**config.mk**
```make
export PLATFORM = sky130hd
export DESIGN_NAME = stopwatch_ctrl
export DESIGN_NICKNAME = d
export VERILOG_FILES = /design/src/rtl/stopwatch_ctrl.sv
export SDC_FILE = /design/constraint.sdc
export NUM_CORES = 1
export LEC_CHECK = 0
export ABC_AREA = 1
export CAP_MARGIN = 20
export CORE_MARGIN = 10
export CORE_UTILIZATION = 35
export DETAILED_ROUTE_END_ITERATION = 7
export PLACE_DENSITY = 0.5
export SYNTH_ARGS = -nofsm -noshare
export SYNTH_HDL_FRONTEND = slang
export SYNTH_SLANG_ARGS = --single-unit
```
**constraint.sdc**
```tcl
create_clock -name clk -period 1.65 [get_ports clk]
set_input_delay 0.33 -clock clk [delete_from_list [all_inputs] [get_ports clk]]
set_output_delay 0.33 -clock clk [all_outputs]
set_load 0.05 [all_outputs]
```
**src/rtl/stopwatch_ctrl.sv**
```systemverilog
// Stopwatch run/pause/lap/clear controller: button synchronisers with rising-edge
// detection, a 4-state FSM, the count-tick prescaler, and the counter-clear and
// display-freeze controls for the BCD digit chain.
module stopwatch_ctrl #(
    parameter int unsigned TICK_DIV    = 100,
    parameter int unsigned SYNC_STAGES = 2
) (
    input  logic       clk,
    input  logic       reset,
    input  logic       btn_start_stop,
    input  logic       btn_lap_reset,
    input  logic       chain_max,
    output logic       tick_en,
    output logic       count_clear,
    output logic       display_hold,
    output logic       running,
    output logic [1:0] state
);
    localparam int unsigned PW = (TICK_DIV > 2) ? $clog2(TICK_DIV) : 1;
    localparam logic [PW-1:0] PRESC_MAX = PW'(TICK_DIV - 1);

    typedef enum logic [1:0] {
        IDLE  = 2'b00,
        RUN   = 2'b01,
        PAUSE = 2'b10,
        LAP   = 2'b11
    } state_e;

    state_e                 state_q, state_d;
    logic [PW-1:0]          presc_q, presc_d;
    logic [SYNC_STAGES-1:0] sp_sync_q, lp_sync_q;
    logic                   sp_prev_q, lp_prev_q;
    logic                   por_done_q;
    logic                   tick_q, tick_d;
    logic                   clear_q, clear_d;
    logic                   hold_q, hold_d;
    logic                   run_q, run_d;
    // a tick fell due while chain_max was high; forces PAUSE on the next edge
    logic                   sat_q, sat_d;
    logic                   sp_c, lp_c;
    logic                   due_c;

    // Button synchronisers followed by the previous-level flops for edge detection
    always_ff @(posedge clk or negedge reset) begin
        if (!reset) begin
            sp_sync_q <= '0;
            lp_sync_q <= '0;
            sp_prev_q <= 1'b0;
            lp_prev_q <= 1'b0;
        end else begin
            sp_sync_q <= {sp_sync_q[SYNC_STAGES-2:0], btn_start_stop};
            lp_sync_q <= {lp_sync_q[SYNC_STAGES-2:0], btn_lap_reset};
            sp_prev_q <= sp_sync_q[SYNC_STAGES-1];
            lp_prev_q <= lp_sync_q[SYNC_STAGES-1];
        end
    end

    assign sp_c = sp_sync_q[SYNC_STAGES-1] & ~sp_prev_q;
    assign lp_c = lp_sync_q[SYNC_STAGES-1] & ~lp_prev_q;

    // FSM state, prescaler and registered outputs
    always_ff @(posedge clk or negedge reset) begin
        if (!reset) begin
            state_q    <= IDLE;
            presc_q    <= '0;
            por_done_q <= 1'b0;
            tick_q     <= 1'b0;
            clear_q    <= 1'b0;
            hold_q     <= 1'b0;
            run_q      <= 1'b0;
            sat_q      <= 1'b0;
        end else begin
            state_q    <= state_d;
            presc_q    <= presc_d;
            por_done_q <= 1'b1;
            tick_q     <= tick_d;
            clear_q    <= clear_d;
            hold_q     <= hold_d;
            run_q      <= run_d;
            sat_q      <= sat_d;
        end
    end

    // Next-state, prescaler and output decode; start/stop wins over lap/reset
    always_comb begin
        state_d = state_q;
        presc_d = presc_q;
        clear_d = ~por_done_q;
        tick_d  = 1'b0;
        sat_d   = 1'b0;
        due_c   = 1'b0;

        case (state_q)
            IDLE: begin
                if (sp_c) begin
                    state_d = RUN;
                end else if (lp_c) begin
                    clear_d = 1'b1;
                end
            end
            RUN: begin
                if (sat_q || sp_c) begin
                    state_d = PAUSE;
                end else if (lp_c) begin
                    state_d = LAP;
                end
            end
            LAP: begin
                if (sat_q || sp_c) begin
                    state_d = PAUSE;
                end else if (lp_c) begin
                    state_d = RUN;
                end
            end
            PAUSE: begin
                if (sp_c) begin
                    state_d = RUN;
                end else if (lp_c) begin
                    state_d = IDLE;
                    clear_d = 1'b1;
                end
            end
            default: state_d = IDLE;
        endcase

        // prescaler counts only while running; a fresh start begins at zero
        if ((state_q == RUN) || (state_q == LAP)) begin
            presc_d = (presc_q == PRESC_MAX) ? '0 : presc_q + PW'(1);
        end else if ((state_q == IDLE) && (state_d == RUN)) begin
            presc_d = '0;
        end

        run_d  = (state_d == RUN) || (state_d == LAP);
        hold_d = (state_d == LAP);
        due_c  = run_d && (presc_d == PRESC_MAX) && !clear_d;
        tick_d = due_c && !chain_max;
        sat_d  = due_c && chain_max;
    end

    assign tick_en      = tick_q;
    assign count_clear  = clear_q;
    assign display_hold = hold_q;
    assign running      = run_q;
    assign state        = state_q;

endmodule
```
==> flow_metrics.py <==
metrics = {
    "clock_tree": {
        "clkSinkCount": 21,
        "holdBufCountCts": 0,
        "cts_buffers": 3,
        "cts_resized": 0,
        "cts_setup_buffers": 0,
        "tritoncts": "yes",
        "path_clk_slew_ps": 100,
        "cts_buffer_depth": 2,
        "h-tree-depth": 1,
        "cts.root.buffer_cell": "clkbuf_4",
        "insertion_delay_ps": 290,
    },
    "critical_path": {
        "path_class": "reg -> reg",
        "reg2reg_depth": 9,
        "critPathLaunchType": "register",
        "crit_arrival_ps": 1660,
        "critPathMaxFanout": 7,
        "crit_start": "presc_q[0]",
        "r2r_start": "presc_q[0]",
        "cp.required_ps": 1870,
        "end_kind": "register",
    },
    "yosys": {
        "synth_top_area_cell": "dfrtp_1",
        "yosys_warnings": 0,
        "synthMostInstantiatedCell": "dfrtp_1",
        "syn_inst": 112,
        "async_flop_share_pct": 100.0,
        "synthTopCellsByArea": "dfrtp_1 (54%), nand2_1 (7.7%), nand3_1 (7.7%)",
        "synth-edff-count": 0,
        "synth_common_cells": "dfrtp_1 (21), nand2_1 (20), inv_1 (16)",
        "ys_seq_elements": 21,
        "synth_ff_type": "dfrtp_1",
        "syn_area_per_cell_um2": 8.703,
        "synth_seq_area_share_pct": 53.92,
        "yosys.area.top_type_share_pct": 53.92,
        "synth_fp_nets": 118,
        "synth_cell_types": 21,
        "syn-cell-area_um2": 974.7,
    },
    "routing": {
        "vias": 721,
        "wl_per_cell_um": 11.72,
        "dr.pass1.iters": 4,
        "drt_wl_total_um": 1829,
        "ant_nets": 0,
        "viasPerCell": 4.622,
        "first_iter_violations": 35,
        "drcViolationCount": 0,
    },
    "final_layout": {
        "fillerInstances": 284,
        "fin_nets": 132,
        "syn_to_final_growth_pct": 16.17,
        "drive_gt1_share_pct": 20.80,
        "stdcell_count": 156,
        "seq_area_um2": 525.5,
        "antenna_cells": 0,
        "multi_input_area_um2": 357.8,
    },
    "worst_hold_path": {
        "min-delay-path-class": "in -> async",
    },
    "floorplanning": {
        "dieArea_um2": 5295,
        "io_pins": 11,
        "coreArea_um2": 2710,
        "die_h_um": 72.77,
        "die_x_um": 72.77,
        "start_util_pct": 35.96,
        "rows": 19,
    },
    "pwr": {
        "ir_drop_mv": 0.7575,
        "power_leakage_uw": 0.0005736,
        "p_per_area_nw_per_um2": 1349,
    },
    "grt": {
        "grt_pass1_wl_um": 3146,
        "overflow": 0,
        "antenna_found_initial": 0,
        "grtUsageTotal_pct": 7.350,
        "grt_pass1_vias": 701,
        "grt_max_degree": 22,
    },
    "timing": {
        "period_share_pct": 87.41,
        "finalSetupViolations": 0,
        "fmax_mhz": 693.4,
        "period_needed_ps": 1442,
        "clock_skew_ps": 1.009,
        "drv_slew": 0,
        "grt_setup_unrepaired": "false",
        "whs_ps": 363.9,
        "final_hold_viol_count": 0,
        "fin_tns_setup_ps": 0,
    },
    "placed_design": {
        "dp.cells": 152,
        "routabilityCongestion": 0.9325,
        "hpwl_um": 1428,
        "port_buffers": 10,
    },
    "run": {
        "max_cap_viol_count": 0,
    },
    "status": {
        "status": "finished, final reports clean",
    },
}
worst max-delay path: stages (launching register included):
cell	delay, ps
dfrtp_1	420
ha_2	280
inv_2	40
nor2_1	80
nand3_1	90
nand3_1	80
nand2_1	70
nor2_1	80
nand3_1	90
nor3_1	140
per-layer routing:
layer | routed length, µm | vias up | share of wire (%) | global-route usage (%)
met1 | 814 | 329 | 45 | 9.069
met3 | 117 | 4 | 6.4 | 2.449
li1 | - | 374 | - | -
met2 | 876 | 14 | 48 | 11.37
met4 | 21 | 0 | 1.1 | 3.165
met5 | 0 | - | 0 | 0
sequential cells by signal, indices dropped and copies added (netlist names), 2 cells and up:
| signal | count |
|---|---|
| presc_q | 7 |
| state | 2 |
| sp_sync_q | 2 |
| lp_sync_q | 2 |
final timing paths:
kind	endpoint	slack, ps
worst max-delay path	sat_q	210
worst min-delay path	presc_q[5]	360
worst max register to register	sat_q	210
worst min register to register	lp_sync_q[1]	360
max in group asynchronous	sp_prev_q	1080
min in group clk	lp_sync_q[1]	360
per-stage QoR:
stage	setup WS, ps	total power, µW	utilization (%)	area [µm²]
2_1_floorplan	190.8	1159	-	974.7
3_3_place_gp	126.9	1307	40.72	1104
3_5_place_dp	161.5	1308	40.72	1104
4_1_cts	125.2	1545	41.69	1130
5_1_grt	54.82	1657	41.78	1132
6_report	207.8	1528	41.78	1132
area by class of cell:
type                       instances  share of cell area, %
sequential                        21                  46.41
multi-input combinational         69                  31.60
timing repair buffer              12                  9.945
inverter                          19                  6.298
tap                               31                  3.425
clock buffer                       4                  2.320
where the power goes:
group	internal [µW]	leakage [µW]	switching [µW]
clock network	94.0	0.0000150	139
logic	206	0.000300	359
registers	610	0.000259	120
cell usage in the layout, fill, tap and decap left out, drive strengths merged:
cell and n:
o21ai 3, nor3 2, dfrtp 21, nor2 14
xor2 1, o211ai 1, nand3 17, nand2 25
conb 1, inv 19, buf 8, ha 1
a21boi 1, clkdlybuf4s50 4, o311ai 1, clkbuf 4
nand4 2
kinds of logic (layout without fill, tap and decap cells):
kind of cell             count (synthesis)  after routing  share of synthesized area (%)
AO/OA/AOI/OAI                            6              6                          3.980
XOR/XNOR                                 1              1                         0.8988
adder cells (fa/ha/maj)                  1              1                          1.283
buffers and inverters                   22             35                          9.628
flip-flops                              21             21                          53.91
other                                    1              1                         0.3847
AND/OR/NAND/NOR                         60             60                          29.91
(Power assumes the default switching activity.)
